[config.mk]
export PLATFORM = sky130hd
export DESIGN_NAME = vga_sync_rx
export DESIGN_NICKNAME = d
export VERILOG_FILES = /design/src/rtl/vga_sync_rx.sv
export SDC_FILE = /design/constraint.sdc
export NUM_CORES = 1
export LEC_CHECK = 0
export BUFFER_PORTS_ARGS = -buffer_cell sky130_fd_sc_hd__buf_4
export CORE_ASPECT_RATIO = 1.25
export CORE_MARGIN = 1.5
export CORE_UTILIZATION = 40
export CTS_CLUSTER_SIZE = 16
export DETAILED_ROUTE_END_ITERATION = 10
export PLACE_DENSITY_LB_ADDON = 0.2
export RECOVER_POWER = 50
export SKIP_CTS_REPAIR_TIMING = 1
export SLEW_MARGIN = 20
export SYNTH_ARGS = -nofsm -noshare
export SYNTH_HDL_FRONTEND = slang
export SYNTH_SLANG_ARGS = --single-unit
[constraint.sdc]
create_clock -name clk -period 8.2 [get_ports clk]
set_clock_uncertainty 0.05 [all_clocks]
set_input_delay 0.82 -clock clk [delete_from_list [all_inputs] [get_ports clk]]
set_output_delay 0.82 -clock clk [all_outputs]
set_load 0.02 [all_outputs]
[src/rtl/vga_sync_rx.sv]
// VGA receive timing recovery: locks onto hsync/vsync and regenerates sx/sy/de with the sampled colour.
// Latency 2 clocks pin-to-output; no backpressure, one pixel accepted every clock.
`timescale 1ns/1ps
module vga_sync_rx #(
  parameter int CORDW        = 10,
  parameter int H_RES        = 640,
  parameter int V_RES        = 480,
  parameter int H_SYNC_START = 656,
  parameter int V_SYNC_START = 490,
  parameter int H_TOTAL      = 800,
  parameter int V_TOTAL      = 525,
  parameter bit SYNC_POL     = 1'b0,
  parameter int LOCK_FRAMES  = 2
) (
  input  logic             clk,
  input  logic             reset_n,
  input  logic             hsync,
  input  logic             vsync,
  input  logic [3:0]       vga_r,
  input  logic [3:0]       vga_g,
  input  logic [3:0]       vga_b,
  output logic [CORDW-1:0] sx,
  output logic [CORDW-1:0] sy,
  output logic             de,
  output logic [3:0]       pix_r,
  output logic [3:0]       pix_g,
  output logic [3:0]       pix_b,
  output logic             locked,
  output logic             frame_start,
  output logic             sync_err
);

  localparam int WDW = $clog2(2*H_TOTAL) + 1;
  localparam int GW  = $clog2(LOCK_FRAMES + 1);

  localparam logic [CORDW-1:0] HSS    = CORDW'(H_SYNC_START);
  localparam logic [CORDW-1:0] VSS    = CORDW'(V_SYNC_START);
  localparam logic [CORDW-1:0] HMAX   = CORDW'(H_TOTAL - 1);
  localparam logic [CORDW-1:0] VMAX   = CORDW'(V_TOTAL - 1);
  localparam logic [CORDW-1:0] HRES_C = CORDW'(H_RES);
  localparam logic [CORDW-1:0] VRES_C = CORDW'(V_RES);
  localparam logic [WDW-1:0]   WD_LIM = WDW'(2*H_TOTAL);
  localparam logic [GW-1:0]    G_LIM  = GW'(LOCK_FRAMES);

  typedef enum logic [1:0] {SEARCH, ALIGN, LOCKED} state_t;

  state_t           state_q, state_d;
  logic [GW-1:0]    good_q, good_d;
  logic             hs1_q, hs2_q, vs1_q, vs2_q;
  logic [3:0]       r1_q, g1_q, b1_q;
  logic [CORDW-1:0] hcnt_q, hcnt_d, vcnt_q, vcnt_d;
  logic [CORDW-1:0] hcnt_cur, vcnt_cur;
  logic [WDW-1:0]   wd_q, wd_d;
  logic [CORDW-1:0] sx_q, sy_q;
  logic             de_q, de_d, fs_q, fs_d, err_q, err_d;
  logic [3:0]       pr_q, pg_q, pb_q;

  logic hs_edge, vs_edge, mismatch, timeout, load_h, load_v, line_end, lock_d;

  assign hs_edge  = (hs1_q == SYNC_POL) && (hs2_q != SYNC_POL);
  assign vs_edge  = (vs1_q == SYNC_POL) && (vs2_q != SYNC_POL);
  assign timeout  = !hs_edge && (wd_q >= WD_LIM);
  // A coincident hs/vs edge is judged by the vsync rule alone.
  assign mismatch = vs_edge ? ((vcnt_q != VSS) || (hcnt_q != '0))
                            : (hs_edge && (hcnt_q != HSS));

  always_comb begin
    state_d = state_q;
    good_d  = good_q;
    load_h  = 1'b0;
    load_v  = 1'b0;
    err_d   = 1'b0;
    unique case (state_q)
      SEARCH: begin
        if (vs_edge) begin
          load_v  = 1'b1;
          good_d  = '0;
          state_d = ALIGN;
        end else if (hs_edge) begin
          load_h = 1'b1;
        end
      end
      ALIGN: begin
        if (mismatch || timeout) begin
          state_d = SEARCH;
          load_v  = mismatch && vs_edge;
          load_h  = mismatch && !vs_edge;
        end else if (vs_edge) begin
          good_d = good_q + GW'(1);
          if (good_d == G_LIM) state_d = LOCKED;
        end
      end
      LOCKED: begin
        if (mismatch || timeout) begin
          err_d   = 1'b1;
          state_d = SEARCH;
          load_v  = mismatch && vs_edge;
          load_h  = mismatch && !vs_edge;
        end
      end
      default: state_d = SEARCH;
    endcase
  end

  // Coordinate of the pixel currently held in s1, after any re-load.
  always_comb begin
    hcnt_cur = load_v ? '0 : (load_h ? HSS : hcnt_q);
    vcnt_cur = load_v ? VSS : vcnt_q;
    line_end = (hcnt_cur == HMAX);
    hcnt_d   = line_end ? '0 : hcnt_cur + CORDW'(1);
    vcnt_d   = line_end ? ((vcnt_cur == VMAX) ? '0 : vcnt_cur + CORDW'(1)) : vcnt_cur;
    wd_d     = hs_edge ? WDW'(1) : ((wd_q >= WD_LIM) ? wd_q : wd_q + WDW'(1));
    lock_d   = (state_d == LOCKED);
    de_d     = lock_d && (hcnt_cur < HRES_C) && (vcnt_cur < VRES_C);
    fs_d     = lock_d && (hcnt_cur == '0) && (vcnt_cur == '0);
  end

  always_ff @(posedge clk or negedge reset_n) begin
    if (!reset_n) begin
      state_q <= SEARCH;
      good_q  <= '0;
      hs1_q   <= 1'b0;
      hs2_q   <= 1'b0;
      vs1_q   <= 1'b0;
      vs2_q   <= 1'b0;
      r1_q    <= '0;
      g1_q    <= '0;
      b1_q    <= '0;
      hcnt_q  <= '0;
      vcnt_q  <= '0;
      wd_q    <= '0;
      sx_q    <= '0;
      sy_q    <= '0;
      de_q    <= 1'b0;
      fs_q    <= 1'b0;
      err_q   <= 1'b0;
      pr_q    <= '0;
      pg_q    <= '0;
      pb_q    <= '0;
    end else begin
      state_q <= state_d;
      good_q  <= good_d;
      hs1_q   <= hsync;
      hs2_q   <= hs1_q;
      vs1_q   <= vsync;
      vs2_q   <= vs1_q;
      r1_q    <= vga_r;
      g1_q    <= vga_g;
      b1_q    <= vga_b;
      hcnt_q  <= hcnt_d;
      vcnt_q  <= vcnt_d;
      wd_q    <= wd_d;
      sx_q    <= hcnt_cur;
      sy_q    <= vcnt_cur;
      de_q    <= de_d;
      fs_q    <= fs_d;
      err_q   <= err_d;
      pr_q    <= de_d ? r1_q : 4'h0;
      pg_q    <= de_d ? g1_q : 4'h0;
      pb_q    <= de_d ? b1_q : 4'h0;
    end
  end

  assign sx          = sx_q;
  assign sy          = sy_q;
  assign de          = de_q;
  assign pix_r       = pr_q;
  assign pix_g       = pg_q;
  assign pix_b       = pb_q;
  assign locked      = (state_q == LOCKED);
  assign frame_start = fs_q;
  assign sync_err    = err_q;

endmodule

==> After elaboration in Yosys (flattened, before gate mapping) <==
Cells that the tools add are included.
{ "totals": {"ff_bits": 87, "inputBits": 16} }
{ "classes": {"addsub": 4, "n_lt_le_gt_ge": 3, "eq_ne": 12, "mux": 31, "n_bitwise": 2, "n_reduce_logical": 21} }
{ "op_table": {"columns": ["cell", "n"], "rows": [
  ["$mux W10", 6],
  ["$mux W12", 2],
  ["$add A10 B1 Y10 const B", 2],
  ["$eq A10 B10 Y1 const B", 2],
  ["$logic_not A10 Y1", 2],
  ["$mux W2", 8],
  ["$add A12 B1 Y12 const B", 1],
  ["$ge A12 B11 Y1 const B", 1],
  ["$mux W4", 3],
  ["$logic_and A1 B1 Y1", 10],
  ["$lt A10 B10 Y1 const B", 1],
  ["$lt A10 B9 Y1 const B", 1],
  ["$ne A10 B10 Y1 const B", 1],
  ["$ne A10 B9 Y1 const B", 1],
  ["$reduce_bool A10 Y1", 1],
  ["$mux W1", 8],
  ["$ne A2 B2 Y1 const B", 4],
  ["$eq A2 B2 Y1 const B", 3],
  ["$pmux W2 S3", 1],
  ["$pmux W1 S2", 2],
  ["$pmux W2 S2", 1],
  ["$reduce_and A4 Y1", 1],
  ["$add A2 B1 Y2 const B", 1],
  ["$eq A2 B1 Y1 const B", 1],
  ["other kinds (6)", 9]
]} }

==> Logic depth before layout (Yosys ltp) <==
Gate-level depths: netlist of the first run.
{ "depth": {"depth_word": 13, "depth_mapped": 15, "depth_no_buf": 13} }

==> Worst setup path after synthesis of the first run <==
Ideal clock, no wire load.
{ "synth_timing": {"kind": "reg-to-reg", "start": "reg hcnt_q[8]", "end": "reg vcnt_q[3]", "setup_time_ns": 0.121, "arrival_ns": 2.534, "required_ns": 8.029, "path_slack_ns": 5.495, "stages_incl_launch_ff": 14, "cell_sequence": "dfrtp_1 buf_6 nor4b_4 nand4_1 o31ai_4 nand2b_1 inv_1 ha_1 nand3b_1 or3_1 buf_1 nand2_1 nand2_1 a22o_1"} }
{ "synth_between": {"elab_chain_len": 10} }
{ "synth_rtl": {"columns": ["item", "line_no", "source"], "rows": [
  ["start: declaration", "51", "logic [CORDW-1:0] hcnt_q, hcnt_d, vcnt_q, vcnt_d;"],
  ["start signal: assignment", "150", "hcnt_q <= hcnt_d;"],
  ["$ne A10 B10 Y1 / $reduce_bool A10 Y1 (equally long branches)", "65, 64", null],
  ["$logic_and A1 B1 Y1 / $logic_or A1 B1 Y1 (equally long branches)", "65, 64", null],
  ["$mux W1 (*)", "64", "assign mismatch = vs_edge ? ((vcnt_q != VSS) || (hcnt_q != '0))"],
  ["$logic_and A1 B1 Y1 / $logic_or A1 B1 Y1 (equally long branches)", null, null],
  ["$mux W1 (*)", "84, 94", null],
  ["$pmux W1 S2 (*)", "73", "unique case (state_q)"],
  ["$mux W10 (*)", "108", "vcnt_cur = load_v ? VSS : vcnt_q;"],
  ["net vcnt_cur[1]", "52", "logic [CORDW-1:0] hcnt_cur, vcnt_cur;"],
  ["$add A10 B1 Y10 / $eq A10 B10 Y1 (equally long branches)", "111", "vcnt_d = line_end ? ((vcnt_cur == VMAX) ? '0 : vcnt_cur + CORDW'(1)) : vcnt_cur;"],
  ["$mux W10 (*) (2 in series)", "111", null],
  ["net vcnt_d[3]", "51", null],
  ["end signal: assignment", "151", "vcnt_q <= vcnt_d;"],
  ["end: declaration", "51", null]
]} }
Mark *: on every way through the listed nets, which the timed path passes. The rest lies on a longest branch.
A chain may end at the register's enable or synchronous reset.

==> results of run 1 <==
[cells by family (layout without fill, tap and decap cells)]
group	after synthesis	after routing
AO/OA/AOI/OAI	41	41
XOR/XNOR	14	14
adder cells (fa/ha/maj)	10	10
buffers and inverters	28	86
flip-flops	87	87
multiplexers	4	4
AND/OR/NAND/NOR	167	167
[where the power goes]
group	internal, W	switching (W)	total [W]
clock network	0.000238	0.000167	0.000405
registers	0.000478	0.0000451	0.000523
logic	0.0000941	0.000157	0.000251
[final cells by class]
class	count	area, um2
repair buffers	53	390.4
fillers	911	4856
clock inverters	6	67.56
multi-input cells	236	1568
inverters	17	63.81
well taps	126	157.7
clock buffers	10	229.0
flip-flops and latches	87	2177
[path summary, 6_finish.rpt]
path	cells after the start	slack, ns	endpoint
min in group asynchronous	1	0.91	wd_q[6]
setup / recovery	2	3.85	pix_b[3]
hold reg to reg	0	0.36	hs2_q
setup reg to reg	12	4.99	frame_start
hold / removal	0	0.36	hs2_q
max in group clk	12	4.99	frame_start
[metrics by stage]
stage          cell area (um2)  instances  utilization, %  hold WS (ns)
4_1_cts                   4661        535           49.01        0.3637
6_report                  4653        535           48.93        0.3570
2_1_floorplan             3877        351               -        0.3164
5_1_grt                   4653        535           48.93        0.3805
3_3_place_gp              4364        519           45.89        0.3414
3_5_place_dp              4364        519           45.89        0.3398
[synthesized netlist by cell type, types with 3 or more instances]
cell type   n
o21ai_0    11
nand3b_1    3
a21oi_1     5
dfrtp_1    87
nor4b_1     3
and3_1      4
nor4_1      4
mux2i_1     3
nor3_2      9
nor3_1      8
nand4_1     8
ha_1       10
and2_1      9
xnor2_1     4
buf_2       3
nand3_1    10
nand2b_1    6
nor2_1     32
inv_1      17
buf_6       3
xor2_1     10
and4_1      3
nand2_1    48
[metal layers]
| layer | vias to the layer above | part of all wire [%] |
|---|---|---|
| met3 | 6 | 2.7 |
| met5 | - | 0 |
| li1 | 1309 | - |
| met1 | 1333 | 45 |
| met2 | 36 | 51 |
| met4 | 0 | 1.3 |
[state kept, by name (all words and copies together), names as in the netlist]
register     count
b1_q             4
de               1
frame_start      1
g1_q             4
good_q           2
hcnt_q          10
hs1_q            1
hs2_q            1
pix_b            4
pix_g            4
pix_r            4
r1_q             4
state_q          2
sx              10
sy              10
sync_err         1
vcnt_q          10
vs1_q            1
vs2_q            1
wd_q            12
==> results.tsv, run 1 <==
metric	value	unit
Setup Crit Path Kind	in2async	
failing checks	capacitance limit, slew limit	
initial drt markers	121	
Port-buffer cells	51	
largest family of logic cells by synthesized area	simple AND/OR/NAND/NOR gates	
post-synthesis cell count	351	
P per Cell Area	253.3	mW/mm2
busiest grt layer	met2	
post-synthesis simple-gate area fraction	24.46	%
Final Max Slew Viols	90	
CTS clk-pin slew, worst paths	0.07	ns
kind of cell adding the most delay to the critical path	buffers and inverters	
die span in x	91.06	um
post-synthesis mux area share	1.065	%
Die Span Y	113.1	um
Post-Synth Adder-Cell Area	3.227	%
Crit Path Max Fanout	53	
Die ar.	0.01030	mm2
CP bufs+invs	2	
syn_nets	377	
Total Power	0.001179	W
Peak VDD IR	87.04	uV
Synth Area in Compound Gates	8.519	%
clk_lat worst skew	0.34	ns
WP data arrival	4.15	ns
HPWL after detailed placement	5394	um
met3 usage	3.965	%
post-synth top area cell	dfrtp_1	
DRT Wirelength	7755	um
setup violators final	0	
largest net degree at the start of global routing	54	
Post-synth EDFFs	0	
IO Count	52	
TNS Setup	0	ns
leakage	2.127	nW
root buf cell	clkbuf_16	
Post-Synth XOR/XNOR Area	3.162	%
Worst path max stage delay	2.03	ns
Seq cells post-synth	87	
Num CTS Buffers	9	
Worst Max-Slew Pin Slew	2.734	ns
required time of the critical path	8.00	ns
Via Count	2684	
CTS sink count	87	
H-tree Lvls	3	
Syn. warnings	0	
Synth Flop Type	dfrtp_1	
nets	430	
fin crit share	53.05	%
post-layout min period	4.350	ns
DRC	0	
Area growth, synth to finish	20.01	%
most common cell after layout, fill and taps aside	dfrtp_1	
Critical Path Start Type	input port	
Via-to-Cell Ratio	5.017	
Setup WS pre-CTS	4.944	ns
CP most frequent cell	clkbuf_1	
Seq/Total Area, Yosys	56.15	%
M1 GR Usage	20.84	%
number of global-route vias before repair	2772	
critical path, cell by cell	clkbuf_1 -> clkbuf_1	
FMAX	0.2299	GHz
RSZ-0062 raised after global routing	no	
Max-Cap Viols	2	
Synth area leaders	dfrtp_1 56%, nand2_1 4.6%, ha_1 3.2%	
endpoints failing hold	0	
CTS tree	yes	
placeable core area	0.009509	mm2
setup slack after layout	3.850	ns
slowest CP cell	clkbuf_1	
Yosys top cell area share	56.15	%
# rows	40	
worst min-delay path category	reg2reg	
M2 GR Usage	27.86	%
ANT cells	0	
GPL Wtd Cong	0.8365	
drt pass-1 iters	5	
most frequent cells in the layout	87 x dfrtp_1, 48 x nand2_1, 37 x buf_4	
Initial Utilization	40.78	%
Worst slew margin	-82.26	%
initial antenna violation count	0	
global-route wire length before repair	13630	um
Avg WL per Cell	14.50	um
Critical Path Start	reset_n	
synth unique cells	62	
Worst Setup End Kind	asynchronous set/reset pin	
clk buf depth	2	
Post-DRT Antenna Nets	0	
syn avg cell area	11.05	um2
hold path start	hs1_q	
status	finished with violations	
All-Layer GR Usage	16.68	%
FF-to-FF Start	state_q[1]	
share of cells above drive strength 1	22.25	%
total gr overflow	0	
asr flop ratio synth	100.0	%
cell area after synthesis	0.003877	mm2
Note: power is estimated with default switching activity, not from simulation.
==> run 2, diff against run 1 <==
Clock period 8.2 ns to 3.7 ns, I/O delays scaled along.
==> results.tsv, run 2 (synthesis gave the netlist of run 1 again) <==
metric	value	unit	change
status	finished with violations		
failing checks	capacitance limit, slew limit		
Setup WS pre-CTS	0.4377	ns	-4.506 ns
RSZ-0062 raised after global routing	no		
IO Count	52		unchanged
total gr overflow	0		unchanged
Area growth, synth to finish	21.52	%	
TNS Setup	0	ns	unchanged
nets	431		+0.23%
Via-to-Cell Ratio	5.086		+1.4%
Die Span Y	113.1	um	unchanged
CTS clk-pin slew, worst paths	0.07	ns	about the same
die span in x	91.06	um	unchanged
FMAX	0.3084	GHz	
CP bufs+invs	1		-1
Post-DRT Antenna Nets	0		unchanged
Critical Path Start	state_q[1]		
CTS sink count	87		unchanged
FF+latch area	0.002177	mm2	unchanged
endpoints failing hold	0		unchanged
leakage	2.163	nW	+1.7%
Initial Utilization	40.78	%	unchanged
ANT cells	0		unchanged
R2R cell count	12		unchanged
fill cell count	911		unchanged
initial antenna violation count	0		unchanged
Worst Hold Margin	0.1045	ns	-0.2525 ns
Biggest register	wd_q		
Die ar.	0.01030	mm2	unchanged
setup violators final	0		unchanged
# rows	40		unchanged
worst r2r dst	frame_start		
area of the multi-input gates	0.001568	mm2	unchanged
clk_lat worst skew	0.34	ns	about the same
Crit Path Max Fanout	10		-81%
most frequent cells in the layout	87 x dfrtp_1, 48 x nand2_1, 37 x buf_4		
root buf cell	clkbuf_16		
Worst Setup End Kind	flop		
slowest CP cell	dfrtp_1		
P per Cell Area	589.0	mW/mm2	+130%
placeable core area	0.009509	mm2	unchanged
Setup Crit Path Kind	reg2reg		
WP data arrival	3.41	ns	-0.74 ns
required time of the critical path	3.87	ns	-4.13 ns
Num CTS Buffers	9		unchanged
hold-critical path depth	1		+1
Critical Path Start Type	flop		
drt pass-1 iters	4		-1
Avg WL per Cell	14.32	um	-1.2%
fin crit share	87.63	%	
Worst slew margin	-13.57	%	+69 points
All-Layer GR Usage	16.47	%	-0.20 points
DRC	0		unchanged
most common cell after layout, fill and taps aside	dfrtp_1		
Via Count	2726		+1.6%
setup slack after layout	0.4579	ns	-3.392 ns
hold path start	vga_g[3]		
global-route wire length before repair	13280	um	-2.6%
initial drt markers	78		-36%
Port-buffer cells	51		unchanged
Total Power	0.002776	W	+140%
HPWL after detailed placement	5271	um	-2.3%
max reg flops	12		unchanged
largest net degree at the start of global routing	72		+33%
critical path, cell by cell	inv_1 -> ha_1 -> o21bai_2 -> a21o_1 -> a31oi_2 -> nand2_2 -> nand2_1 -> ha_1 -> nor4b_1 -> nand2_1 -> or3_1 -> nor4_1		
worst min-delay path category	in2reg		
clk buf depth	2		unchanged
CTS tree	yes		
Hold Path Sink	g1_q[3]		
Max-Cap Viols	1		-1
number of global-route vias before repair	2695		-2.8%
Worst R2R Setup Slack	0.46	ns	-4.53 ns
Worst Max-Slew Pin Slew	1.704	ns	-1.030 ns
Peak VDD IR	241.6	uV	+180%
post-layout min period	3.242	ns	
Worst path max stage delay	0.40	ns	-1.63 ns
kind of cell adding the most delay to the critical path	simple AND/OR/NAND/NOR gates		
Final Max Slew Viols	72		-20%
H-tree Lvls	3		unchanged
DRT Wirelength	7674	um	-1.0%
share of cells above drive strength 1	22.68	%	+0.43 points
FF-to-FF Start	state_q[1]		
GPL Wtd Cong	0.8478		+1.4%
## run 2: cell types whose count changed in the layout (fill, tap and decap cells not counted)
cell        delta
clkbuf_1       -1
clkbuf_2       +1
clkinv_2       -1
and2_1         +1
inv_6          +2
and2_0         -1
clkinvlp_4     -2
bufinv_16      +2
## run 2: final cells by class
cell class,instances,area share [%]
flip-flops and latches,87,46.20
clock buffers,9,4.780
clock inverters,7,2.655
inverters,17,1.354
multi-input cells,236,33.27
repair buffers,54,8.391
well taps,126,3.346
## run 2: per-stage QoR
step,cells,utilization [%],cell area (um2)
2_1_floorplan,351,-,3877
3_3_place_gp,520,45.97,4372
3_5_place_dp,520,45.97,4372
4_1_cts,536,49.66,4722
5_1_grt,536,49.55,4712
6_report,536,49.55,4712
## run 2: worst max-delay path by stage
stage | endpoint | slack (ns) | cells past startpoint
floorplan | vcnt_q[3] | 0.99 | 13
global placement | frame_start | 0.36 | 12
detailed placement | frame_start | 0.44 | 12
CTS | frame_start | 0.42 | 12
global route | frame_start | 0.12 | 12
finish | frame_start | 0.46 | 12
## run 2: routing by layer
metal / global-route usage, % / routed length (um)
met1: 19.97 / 3289
met2: 27.41 / 3983
met3: 3.696 / 240
met4: 8.542 / 161
met5: 0 / 0
## run 2: where the power goes
part | switching (W) | internal [W] | total [W] | leakage [nW]
clock network | 0.000385 | 0.000669 | 0.00105 | 0.171
logic | 0.000348 | 0.000217 | 0.000564 | 0.906
registers | 0.0000985 | 0.00106 | 0.00116 | 1.09
total | 0.000832 | 0.00194 | 0.00278 | 2.16
## run 2: worst reg2reg max path: stages (launching register included)
cell and delay, ns:
dfrtp_1 0.40, inv_1 0.11, ha_1 0.39, o21bai_2 0.14, a21o_1 0.18, a31oi_2 0.36
nand2_2 0.23, nand2_1 0.15, ha_1 0.17, nor4b_1 0.23, nand2_1 0.11, or3_1 0.31
nor4_1 0.29
